--- config.mk ---
export PLATFORM = sky130hd
export DESIGN_NAME = cnt_sweep_ctrl
export DESIGN_NICKNAME = d
export VERILOG_FILES = /design/src/rtl/cnt_sweep_ctrl.sv
export SDC_FILE = /design/constraint.sdc
export NUM_CORES = 1
export LEC_CHECK = 0
export CORE_MARGIN = 2
export CORE_UTILIZATION = 55
export CTS_CLUSTER_SIZE = 12
export DETAILED_ROUTE_END_ITERATION = 12
export DONT_BUFFER_PORTS = 1
export PLACE_DENSITY = 0.79
export SLEW_MARGIN = 30
export SYNTH_ARGS = -nofsm -noshare
export SYNTH_HDL_FRONTEND = slang
export SYNTH_SLANG_ARGS = --single-unit
--- constraint.sdc ---
create_clock -name clk -period 1.94 [get_ports clk]
set_input_delay 0.485 -clock clk [delete_from_list [all_inputs] [get_ports clk]]
set_output_delay 0.485 -clock clk [all_outputs]
set_load 0.01 [all_outputs]
--- src/rtl/cnt_sweep_ctrl.sv ---
// Sweep initiator/checker for the up/down threshold counter: runs a programmed
// number of alternating-direction sweeps and checks every counter step.
module cnt_sweep_ctrl #(
    parameter int unsigned CW        = 4,
    parameter int unsigned SW        = 8,
    parameter int unsigned EW        = 8,
    parameter int unsigned WDOG_CYC  = 64,
    parameter int unsigned PAUSE_CYC = 2
) (
    input  logic          clk,
    input  logic          n_reset,
    input  logic          start,
    input  logic [SW-1:0] num_sweeps,
    input  logic [CW-1:0] thresh,
    input  logic          dir_init,
    input  logic          timeout,
    input  logic [CW-1:0] cntout,
    output logic          enable,
    output logic          dn_up,
    output logic [CW-1:0] cnt_th,
    output logic          busy,
    output logic          done,
    output logic [SW-1:0] sweep_cnt,
    output logic [EW-1:0] err_cnt,
    output logic          err_step,
    output logic          err_wdog
);

    localparam int unsigned WDW = $clog2(WDOG_CYC + 1);
    localparam int unsigned PW  = $clog2(PAUSE_CYC + 1);
    localparam logic [WDW-1:0] WDOG_LAST  = WDW'(WDOG_CYC - 1);
    localparam logic [PW-1:0]  PAUSE_LAST = PW'(PAUSE_CYC - 1);
    // RUN cycles used only to capture cntout before step checking starts
    localparam logic [1:0]     SYNC_CYC   = 2'd2;

    typedef enum logic [2:0] {
        IDLE  = 3'd0,
        ARM   = 3'd1,
        RUN   = 3'd2,
        PAUSE = 3'd3,
        DONE  = 3'd4
    } state_t;

    state_t         state;
    logic [SW-1:0]  num_q;
    logic [CW-1:0]  th_q;
    logic           dir_q;
    logic [WDW-1:0] wdog;
    logic [PW-1:0]  pause_cnt;
    logic [1:0]     sync_cnt;
    logic [CW-1:0]  prev;

    logic [CW-1:0]  step_exp_c;
    logic           step_bad_c;
    logic           wdog_exp_c;

    // Expected next counter value, wrapping modulo 2^CW
    assign step_exp_c = dn_up ? CW'(prev + CW'(1)) : CW'(prev - CW'(1));
    assign step_bad_c = (sync_cnt == SYNC_CYC) && (cntout != step_exp_c);
    assign wdog_exp_c = (wdog == WDOG_LAST);

    always_ff @(posedge clk) begin
        if (!n_reset) begin
            state     <= IDLE;
            num_q     <= '0;
            th_q      <= '0;
            dir_q     <= 1'b0;
            wdog      <= '0;
            pause_cnt <= '0;
            sync_cnt  <= '0;
            prev      <= '0;
            enable    <= 1'b0;
            dn_up     <= 1'b0;
            cnt_th    <= '0;
            busy      <= 1'b0;
            done      <= 1'b0;
            sweep_cnt <= '0;
            err_cnt   <= '0;
            err_step  <= 1'b0;
            err_wdog  <= 1'b0;
        end else begin
            done <= 1'b0;
            unique case (state)
                IDLE: begin
                    if (start) begin
                        num_q     <= num_sweeps;
                        th_q      <= thresh;
                        dir_q     <= dir_init;
                        sweep_cnt <= '0;
                        err_cnt   <= '0;
                        err_step  <= 1'b0;
                        err_wdog  <= 1'b0;
                        busy      <= 1'b1;
                        if (num_sweeps != '0) begin
                            state <= ARM;
                        end else begin
                            state <= DONE;
                            done  <= 1'b1;
                        end
                    end
                end

                ARM: begin
                    cnt_th   <= th_q;
                    dn_up    <= dir_q;
                    enable   <= 1'b1;
                    wdog     <= '0;
                    sync_cnt <= '0;
                    state    <= RUN;
                end

                RUN: begin
                    // prev always follows cntout, which also re-syncs after a mismatch
                    prev <= cntout;
                    if (sync_cnt != SYNC_CYC) begin
                        sync_cnt <= sync_cnt + 2'd1;
                    end
                    if (step_bad_c) begin
                        err_step <= 1'b1;
                        if (err_cnt != '1) begin
                            err_cnt <= err_cnt + EW'(1);
                        end
                    end
                    if (timeout || wdog_exp_c) begin
                        if (!timeout) begin
                            err_wdog <= 1'b1;
                        end
                        sweep_cnt <= sweep_cnt + SW'(1);
                        enable    <= 1'b0;
                        pause_cnt <= '0;
                        state     <= PAUSE;
                    end else begin
                        wdog <= wdog + WDW'(1);
                    end
                end

                PAUSE: begin
                    if (pause_cnt == '0) begin
                        dn_up <= ~dn_up;
                    end
                    if (pause_cnt == PAUSE_LAST) begin
                        if (sweep_cnt == num_q) begin
                            state <= DONE;
                            done  <= 1'b1;
                        end else begin
                            enable   <= 1'b1;
                            wdog     <= '0;
                            sync_cnt <= '0;
                            state    <= RUN;
                        end
                    end else begin
                        pause_cnt <= pause_cnt + PW'(1);
                    end
                end

                DONE: begin
                    busy  <= 1'b0;
                    state <= IDLE;
                end

                default: begin
                    enable <= 1'b0;
                    busy   <= 1'b0;
                    state  <= IDLE;
                end
            endcase
        end
    end

endmodule

* Word-level counts from Yosys, hierarchy flattened *
Index checks and enable logic that the tools add are counted.

storage, ports and cells
  memories kept = 0
  bits in read-only memories = 0
  memory bits (writable) = 0
  word-level logic and storage cells = 115
  input port bits = 21
  register bits = 57
  bits in latches = 0
  output and inout port bits = 26

operators by class
  $add $sub $neg = 7
  shift operators = 0
  eq/ne operators = 22
  bitwise operators = 3
  mux-type cells = 43
  multiply operators = 0
  $lt $le $gt $ge = 0
  div/mod/pow operators = 0
  reduce and logical (&&, ||, !) cells = 23

operator list
  kind                   count
  $mux W8                4
  $pmux W8 S2            2
  $ne A2 B2 Y1 const B   12
  $mux W7                3
  $pmux W7 S3            1
  $reduce_and A4 Y1      5
  $add A8 B1 Y8 const B  2
  $mux W3                5
  $mux W1                13
  $pmux W3 S4            1
  $reduce_and A3 Y1      4
  $mux W2                5
  $pmux W1 S2            5
  $eq A8 B8 Y1           1
  $ne A8 B8 Y1 const B   1
  $reduce_bool A8 Y1     1
  $add A7 B1 Y7 const B  1
  $eq A7 B6 Y1 const B   1
  $eq A3 B2 Y1 const B   2
  $pmux W2 S3            1
  $reduce_and A2 Y1      3
  $reduce_bool A2 Y1     3
  $add A2 B1 Y2 const B  2
  $add A4 B1 Y4 const B  1
  other kinds (17)       19

* Longest topological paths before layout *
Gate-level depths: netlist of run 1.

  depth after elaboration = 6
  mapped depth = 7
  depth with buffers taken out = 7

* Worst setup path before layout of run 1 *
OpenSTA, ideal clock, no wires.

  path kind = reg-to-reg
  from = register dn_up
  to = register err_cnt[5]
  slack = -0.106 ns
  stages on the path, launching flop included = 8
  period minus slack after synthesis = 2.046 ns
  buffers on the path = 0
  arrival = 1.964 ns
  setup time = 0.082 ns
  data required time = 1.858 ns
  cell sequence = dfxtp_1 -> inv_1 -> fa_1 -> xor3_1 -> nor3_1 -> a31o_2 -> o21ai_2 -> o221ai_1

on the way
  word-level cells in the longest chain between the ends = 5

ends and longest elaborated chain
  element                             RTL line  source
  start, declared                     19        output logic dn_up,
  start signal, assigned              105       dn_up <= dir_q;
  start signal, assigned              139       dn_up <= ~dn_up;
  $mux W4                             58        assign step_exp_c = dn_up ? CW'(prev + CW'(1)) : CW'(prev - CW'(1));
  $ne A4 B4 Y1                        59        assign step_bad_c = (sync_cnt == SYNC_CYC) && (cntout != step_exp_c);
  $logic_and A1 B1 Y1                 59
  $ne A2 B2 Y1 (no source line)       -
  $reduce_and A4 Y1 (no source line)  -
  end signal, assigned                121       err_cnt <= err_cnt + EW'(1);
  end, declared                       24        output logic [EW-1:0] err_cnt,

Every way passes these cells.
A chain may end at the register's enable or synchronous reset.

* Final worst setup path of run 1 *
Same ends and word-level chain as after synthesis.

==> qor.csv, run 1 <==
metric,value,unit
status,"finished, violations left",
failing checks,setup timing,
Nets,382,
clk_skew,5.95,ps
Routed wire per std cell,15.4,µm
CTS Buf Count,9,
Antenna Cells,0,
PortBufs,0,
Worst Tran Pin Value,476,ps
"EDFF count, synth",0,
largest net degree at the start of global routing,23,
synth warn,0,
RSZ-0062 raised after global routing,true,
"Setup violations, final",1,
Crit path largest cell delay,410,ps
GRT overflow,0,
Final Critical Period,1950,ps
clock sink total,57,
dominant synthesized flop cell,dfxtp_1,
worst-skew pair later-pin latency,340,ps
antenna violations before repair,0,
cells after synthesis,334,
die width,76.3,µm
H-tree depth,3,
Hold WC Path Type,input port to flip-flop,
switching part of the total,0.282,
critical path's top delay family,compound AO/OA/AOI/OAI gates,
TritonCTS clock tree,done,
required time worst endpoint,2210,ps
ratio of cells with drive above 1 in the final layout,0.176,
core box area,5070,µm²
Comb power frac,0.198,
CP Cell Sequence,"inv_2, fa_2, xor3_1, nor3_4, a31o_4, o21ai_4, o221ai_2",
fmax,513,MHz
register bit count reported by yosys,57,
Worst VDD drop,0.000597,V
DRC Markers,0,
Die Ht,76.3,µm
Post-Syn Area,2870,µm²
clock buffer depth,2,
NetSw,0.947,mW
dpl hpwl,4.61,mm
sequential fraction of the synthesis area,0.397,
Fillers,416,
die footprint,5810,µm²
final WL,6.57,mm
"Avg Cell Area, Syn",8.60,µm²
CTS Root Buffer Type,clkbuf_8,
crit path max-delay cell type,xor3_1,
PD cells,992,nW/µm²
vias in the first global route,2347,
Worst Setup End Kind,flip-flop,
final hold violation count,0,
Yosys cell types,60,
hold slack final,274,ps
gp weighted congestion,0.846,
GRT Util Overall,0.231,
post-route ant nets,0,
First DRT Iteration DRCs,122,
Starting Density,0.566,
first-pass GRT wire length,10.8,mm
via count,2438,
Leak,1.21,nW
max_slew headroom,0.682,
Final Cycle Share,1.01,
CTS hold repair buffers,0,
data arrival time of the critical path,2220,ps
Final Util,0.666,
WP buf/inv,1,
crit path launch type,flip-flop,
Worst-path clk slew,70,ps
Clock Power Share,0.409,
final worst setup slack,-10.5,ps
P&R area growth vs syn,17.8,%
Site Rows,26,
Setup TNS Final,-10.5,ps
Pint,2.41,mW
IO Pins,47,
Via density,5.71,
Setup Crit Path Kind,flip-flop to flip-flop,
Synth async-reset ratio,0,
Flop pwr share,0.392,
pre-CTS worst setup slack,-27.2,ps
Initial DRT Pass Iterations,5,
pins over their slew limit,0,
Max Cap Viol,0,
Mapped Nets,364,
CP Max Fanout,6,
-- repair_timing --
item                       CTS  global route
pin swaps                    4             6
buffers inserted             0             1
resized for setup            1            12
setup endpoints to repair    1            14
cloned                       0             0
-- power by group through the flow --
stage	Clock (mW)	Sequential (mW)	Combinational [mW]
6_report	1.37	1.32	0.666
5_1_grt	1.43	1.33	0.737
4_1_cts	1.38	1.32	0.607
3_5_place_dp	0	1.34	0.595
3_3_place_gp	0	1.34	0.579
2_1_floorplan	0	1.32	0.463
-- cell families (layout without fill, tap and decap cells) --
logic type,Yosys count,after routing,share of synthesized area
simple gates,136,136,0.242
xor+xnor,21,21,0.0741
buf+inv,28,51,0.0453
fa+ha+maj,9,9,0.0418
mux,6,6,0.0214
compound gates,77,77,0.178
flops,57,57,0.397
-- worst paths after layout --
path,endpoint,slack [ps],startpoint,depth (start not counted)
worst min-delay path,wdog[6]$_SDFFE_PN0P_,270,n_reset,2
worst max register to register,err_cnt[5]$_SDFFE_PN0P_,-10,dn_up$_SDFFE_PN0P_,7
worst min register to register,wdog[6]$_SDFFE_PN0P_,440,wdog[6]$_SDFFE_PN0P_,2
worst max-delay path,err_cnt[5]$_SDFFE_PN0P_,-10,dn_up$_SDFFE_PN0P_,7
-- routing by layer --
metal  global-route usage  wire length [µm]
met5                    0                 0
met4               0.0800               111
met3               0.0794               422
met2                0.381              3200
met1                0.282              2840
-- state kept, by name, indices dropped and copies added (netlist names), 3 cells and up --
name and cells:
prev 4, sweep_cnt 8, num_q 8, err_cnt 8
wdog 7, cnt_th 4, state 3, th_q 4
-- per-stage QoR --
| stage | std cells | area [µm²] | power, mW |
|---|---|---|---|
| 6_report | 427 | 3380 | 3.36 |
| 3_5_place_dp | 410 | 3050 | 1.94 |
| 5_1_grt | 427 | 3380 | 3.49 |
| 4_1_cts | 426 | 3310 | 3.30 |
| 2_1_floorplan | 334 | 2890 | 1.78 |
| 3_3_place_gp | 410 | 3050 | 1.92 |
-- final cells by class --
| type | instances | area [µm²] | area share |
|---|---|---|---|
| clock buffer | 11 | 141 | 0.0418 |
| tap | 70 | 87.6 | 0.0259 |
| inverter | 13 | 48.8 | 0.0144 |
| clock inverter | 5 | 103 | 0.0303 |
| timing repair buffer | 22 | 169 | 0.0499 |
| sequential | 57 | 1140 | 0.338 |
| multi-input combinational | 249 | 1690 | 0.500 |
-- worst register-to-register path, stage by stage, from the launching register on --
cell and delay [ps]:
dfxtp_2 330, inv_2 40, fa_2 370, xor3_1 410, nor3_4 230, a31o_4 240
o21ai_4 90, o221ai_2 170
-- cells in the final DEF (no fill, tap or decap), types with 4 or more instances in the layout --
cell type and n:
nand4_1 10, o21ai_1 5, dfxtp_1 56, nor2_1 26
nor3_1 5, buf_4 21, ha_1 7, inv_1 12
clkbuf_8 10, xnor2_1 10, and3_1 6, xor2_1 8
or4_1 4, nand2b_1 4, o21ai_0 10, and2_1 5
nand3_1 10, a21oi_1 28, a21oi_2 4, o31ai_1 4
nand2_1 51, mux2i_1 5
-- Yosys cell counts, drive strengths merged (3+ instances only) --
master / number / area (µm²)
nand2b: 4 / 25.0
nand3: 11 / 55.1
ha: 8 / 100
and3: 6 / 37.5
mux2i: 5 / 50.1
o31ai: 4 / 30.0
a21oi: 32 / 175
buf: 7 / 51.3
xor2: 9 / 78.8
xnor2: 10 / 87.6
nor2: 26 / 97.6
and2: 5 / 31.3
clkbuf: 8 / 30.0
nor4b: 3 / 53.8
nor3: 6 / 30.0
inv: 13 / 48.8
a31oi: 3 / 18.8
nand2: 51 / 191
o21ai: 17 / 92.6
nand4: 10 / 62.6
dfxtp: 57 / 1140
or4: 4 / 30.0
No activity file was read; power rests on OpenSTA's default activity.
==> inputs of run 2 (changes only) <==
CORE_MARGIN = unset   (was 2)
==> qor.csv, run 2 (synthesis results as in run 1) <==
metric,value,unit
Worst Setup End Kind,flip-flop,
fmax,510,MHz
CP Max Fanout,6,
CP Cell Sequence,"inv_2, fa_1, xor2_2, nor3_4, a31o_4, o21ai_4, o221ai_1",
dpl cells,408,
Site Rows,25,
Comb power frac,0.196,
gp weighted congestion,0.863,
Nets,384,
Fillers,411,
Final Non-Filler Cells,426,
post-route ant nets,0,
core box area,4880,µm²
Routed wire per std cell,15.2,µm
Final Cycle Share,1.01,
pins over their slew limit,0,
die width,74.3,µm
clock sink total,57,
H-tree depth,3,
clock buffer depth,2,
registers with the most flip-flops,"err_cnt (8), num_q (8), sweep_cnt (8)",
crit path launch type,flip-flop,
Clock Power Share,0.394,
reg2reg path depth,7,
largest net degree at the start of global routing,28,
crit path max-delay cell type,fa_1,
Leak,1.22,nW
PortBufs,0,
Crit path largest cell delay,590,ps
final hold violation count,0,
dpl hpwl,4.65,mm
"most common cell after layout, fill and taps aside",dfxtp_1,
GRT Util Overall,0.261,
NetSw,0.951,mW
Worst-path clk slew,70,ps
CTS hold repair buffers,0,
final WL,6.46,mm
Antenna Cells,0,
DP Area,3050,µm²
First DRT Iteration DRCs,92,
CTS Buf Count,9,
IO Pins,47,
Total Power,3.23,mW
DRC Markers,0,
P&R area growth vs syn,16.9,%
Final Critical Period,1960,ps
worst-skew pair later-pin latency,360,ps
RSZ-0062 raised after global routing,true,
Starting Density,0.588,
switching part of the total,0.294,
Pint,2.28,mW
via count,2455,
data arrival time of the critical path,2190,ps
final instance area,3360,µm²
Worst Tran Pin Value,447,ps
antenna violations before repair,0,
vias in the first global route,2445,
"Setup violations, final",1,
CTS Root Buffer Type,clkbuf_8,
pre-CTS worst setup slack,-0.412,ps
PD cells,963,nW/µm²
clk_skew,9.37,ps
hold path cells,2,
Flop pwr share,0.410,
Initial DRT Pass Iterations,4,
required time worst endpoint,2170,ps
status,"finished, violations left",
most frequent cells in the layout,"56 x dfxtp_1, 51 x nand2_1, 28 x a21oi_1, 26 x nor2_1, 24 x buf_4",
GRT overflow,0,
failing checks,setup timing,
TritonCTS clock tree,done,
first-pass GRT wire length,10.7,mm
hold slack final,256,ps
final worst setup slack,-19.3,ps
Hold WC Path Type,input port to flip-flop,
die footprint,5510,µm²
Setup Crit Path Kind,flip-flop to flip-flop,
ratio of cells with drive above 1 in the final layout,0.184,
Via density,5.76,
Die Ht,74.3,µm
Max Cap Viol,0,
max_slew headroom,0.699,
Worst VDD drop,0.000575,V
==> run 2: cell count changes in the layout (fill, tap and decap cells not counted), sizes merged <==
cell / change
bufinv: -1
clkinv: +1
buf: +2
inv: +1
clkbuf: -1
==> run 2: power by group through the flow <==
stage	Clock (mW)	Sequential, mW	Combinational, mW
after global placement	0	1.35	0.572
after global routing	1.35	1.33	0.711
after floorplan	0	1.32	0.463
final	1.27	1.33	0.635
after CTS	1.29	1.33	0.599
after detailed placement	0	1.35	0.586
==> run 2: through the flow <==
stage | setup TNS (ps) | utilization
detailed placement | -0.412 | 0.626
global route | -419 | 0.688
finish | -19.3 | 0.688
floorplan | 0 | -
global placement | 0 | 0.626
CTS | 0 | 0.676
==> run 2: area by class of cell <==
type | instances | area, µm² | area share
Clock inverter | 6 | 90.1 | 0.0268
Sequential cell | 57 | 1140 | 0.340
Tap cell | 67 | 83.8 | 0.0250
Timing Repair Buffer | 24 | 180 | 0.0537
Multi-Input combinational cell | 249 | 1680 | 0.499
Clock buffer | 10 | 138 | 0.0410
Inverter | 13 | 48.8 | 0.0145
==> run 2: path summary, 6_finish.rpt <==
check                  startpoint                 endpoint  slack [ps]
max            dn_up$_SDFFE_PN0P_  err_cnt[5]$_SDFFE_PN0P_         -20
min reg2reg  wdog[6]$_SDFFE_PN0P_     wdog[6]$_SDFFE_PN0P_         440
min                 num_sweeps[2]    num_q[2]$_SDFFE_PN0P_         260
max reg2reg    dn_up$_SDFFE_PN0P_  err_cnt[5]$_SDFFE_PN0P_         -20
==> run 2: routing by layer <==
| metal | vias to the layer above | global-route usage | routed length [µm] |
|---|---|---|---|
| met5 | - | 0 | 0 |
| met4 | 0 | 0.113 | 116 |
| met3 | 16 | 0.102 | 459 |
| met2 | 63 | 0.449 | 3200 |
| met1 | 1157 | 0.286 | 2680 |
| li1 | 1219 | - | - |
==> run 2: critical path: cells and delay by family, from the launching register on <==
kind	cells	cell delay (ps)
AOI/OAI and AO/OA	3	580
xor gates and xnor gates	1	200
adders and majority gates	1	590
buffers and inverters	1	50
DFF	1	330
and+or+nand+nor	1	70
==> run 2: timing repair <==
action / CTS / global route
setup endpoints to repair: 3 / 14
buffers inserted: 1 / 1
endpoints found under the hold margin: 0 / 0
cloned: 0 / 0
pin swaps: 2 / 2
resized for setup: 1 / 9
==> inputs of run 3 (changes only) <==
SETUP_SLACK_MARGIN = 0.02   (was unset)
==> qor.csv, run 3 (synthesis results as in run 1) <==
metric,value,unit
status,"finished, violations left",
failing checks,setup timing,
DP Area,3050,µm²
CP Max Fanout,6,
dpl cells,408,
Worst Tran Pin Value,459,ps
IO Pins,47,
TritonCTS clock tree,done,
Via density,5.76,
core box area,4880,µm²
worst hold start,num_sweeps[2],
Worst VDD drop,0.000567,V
pins over their slew limit,0,
clk_skew,9.22,ps
via count,2458,
First DRT Iteration DRCs,92,
Crit path largest cell delay,390,ps
Die Ht,74.3,µm
Final Critical Period,1990,ps
reg2reg path depth,6,
clock buffer depth,2,
Setup Crit Path Kind,flip-flop to flip-flop,
final instance area,3360,µm²
post-route ant nets,0,
"most common cell after layout, fill and taps aside",dfxtp_1,
reg2reg start,prev[0]$_SDFFE_PN0P_,
worst-skew pair later-pin latency,350,ps
max_slew headroom,0.691,
GRT Util Overall,0.261,
required time worst endpoint,2210,ps
hold path cells,2,
clock sink total,57,
GRT overflow,0,
Initial DRT Pass Iterations,4,
Starting Density,0.588,
Hold WC Path Type,input port to flip-flop,
WHS Endpoint,num_q[2]$_SDFFE_PN0P_,
Max Cap Viol,0,
WP buf/inv,0,
final worst setup slack,-46.4,ps
pre-CTS worst setup slack,-0.412,ps
Final Non-Filler Cells,427,
Worst Setup End Kind,flip-flop,
Final Cycle Share,1.02,
Leak,1.21,nW
Antenna Cells,0,
final WL,6.47,mm
largest net degree at the start of global routing,28,
RSZ-0062 raised after global routing,true,
Routed wire per std cell,15.2,µm
vias in the first global route,2445,
crit path max-delay cell type,fa_2,
Total Power,3.23,mW
PD cells,961,nW/µm²
Final Util,0.688,
dpl hpwl,4.65,mm
Worst-path clk slew,70,ps
fmax,503,MHz
hold slack final,259,ps
antenna violations before repair,0,
CP Cell Sequence,"fa_2, xor3_1, nor3_2, a31o_2, o21ai_4, o221ai_1",
Fillers,412,
PortBufs,0,
CTS Buf Count,9,
critical path's top delay family,compound AO/OA/AOI/OAI gates,
FF-to-FF setup slack,-50,ps
"Setup violations, final",1,
Nets,385,
Site Rows,25,
die width,74.3,µm
P&R area growth vs syn,16.9,%
FF/Latch Area,1140,µm²
ratio of cells with drive above 1 in the final layout,0.186,
DRC Markers,0,
die footprint,5510,µm²
first-pass GRT wire length,10.7,mm
area of the multi-input gates,1670,µm²
CTS Root Buffer Type,clkbuf_8,
registers with the most flip-flops,"err_cnt (8), num_q (8), sweep_cnt (8)",
Setup TNS Final,-46.4,ps
data arrival time of the critical path,2260,ps
most frequent cells in the layout,"55 x dfxtp_1, 51 x nand2_1, 28 x a21oi_1, 26 x nor2_1, 25 x buf_4",
gp weighted congestion,0.863,
crit path launch type,flip-flop,
H-tree depth,3,
final hold violation count,0,
Crit Reg-Reg Endpoint,err_cnt[5]$_SDFFE_PN0P_,
-- run 3: changes by cell type in the layout (fill, tap and decap cells not counted), sizes merged --
cell  previous run  this run
buf             24        25
-- run 3: routing by layer --
| layer | GRT usage | wire (µm) | vias to the layer above |
|---|---|---|---|
| met5 | 0 | 0 | - |
| met1 | 0.286 | 2690 | 1159 |
| met2 | 0.449 | 3230 | 65 |
| met4 | 0.113 | 121 | 0 |
| met3 | 0.102 | 429 | 13 |
| li1 | - | - | 1221 |
-- run 3: where the power goes --
group,switching (mW),internal (mW)
sequential,0.0813,1.24
combinational,0.356,0.277
clock,0.508,0.761
total,0.945,2.28
-- run 3: repair_timing --
| item | 4_1_cts | 5_1_grt |
|---|---|---|
| endpoints found under the setup margin | 5 | 15 |
| buffers inserted | 1 | 2 |
| pin swaps | 3 | 8 |
| gates resized for setup | 1 | 10 |
| gates cloned | 0 | 0 |
| hold buffers | 0 | 0 |
-- run 3: cell type report --
class,instances,share of cell area
Multi-Input combinational cell,249,0.496
Sequential cell,57,0.341
Timing Repair Buffer,25,0.0559
Clock buffer,10,0.0410
Clock inverter,6,0.0268
Tap cell,67,0.0250
Inverter,13,0.0145
-- run 3: worst max-delay path by stage --
stage | startpoint | end | slack, ps | depth (start not counted)
global route | dn_up$_SDFFE_PN0P_ | err_cnt[5]$_SDFFE_PN0P_ | -110 | 7
detailed placement | dn_up$_SDFFE_PN0P_ | err_cnt[5]$_SDFFE_PN0P_ | -0.4 | 7
CTS | dn_up$_SDFFE_PN0P_ | err_cnt[5]$_SDFFE_PN0P_ | 30 | 8
finish | prev[0]$_SDFFE_PN0P_ | err_cnt[5]$_SDFFE_PN0P_ | -50 | 6
global placement | dn_up$_SDFFE_PN0P_ | err_cnt[5]$_SDFFE_PN0P_ | 20 | 7
floorplan | dn_up$_SDFFE_PN0P_ | err_cnt[5]$_SDFFE_PN0P_ | 20 | 7
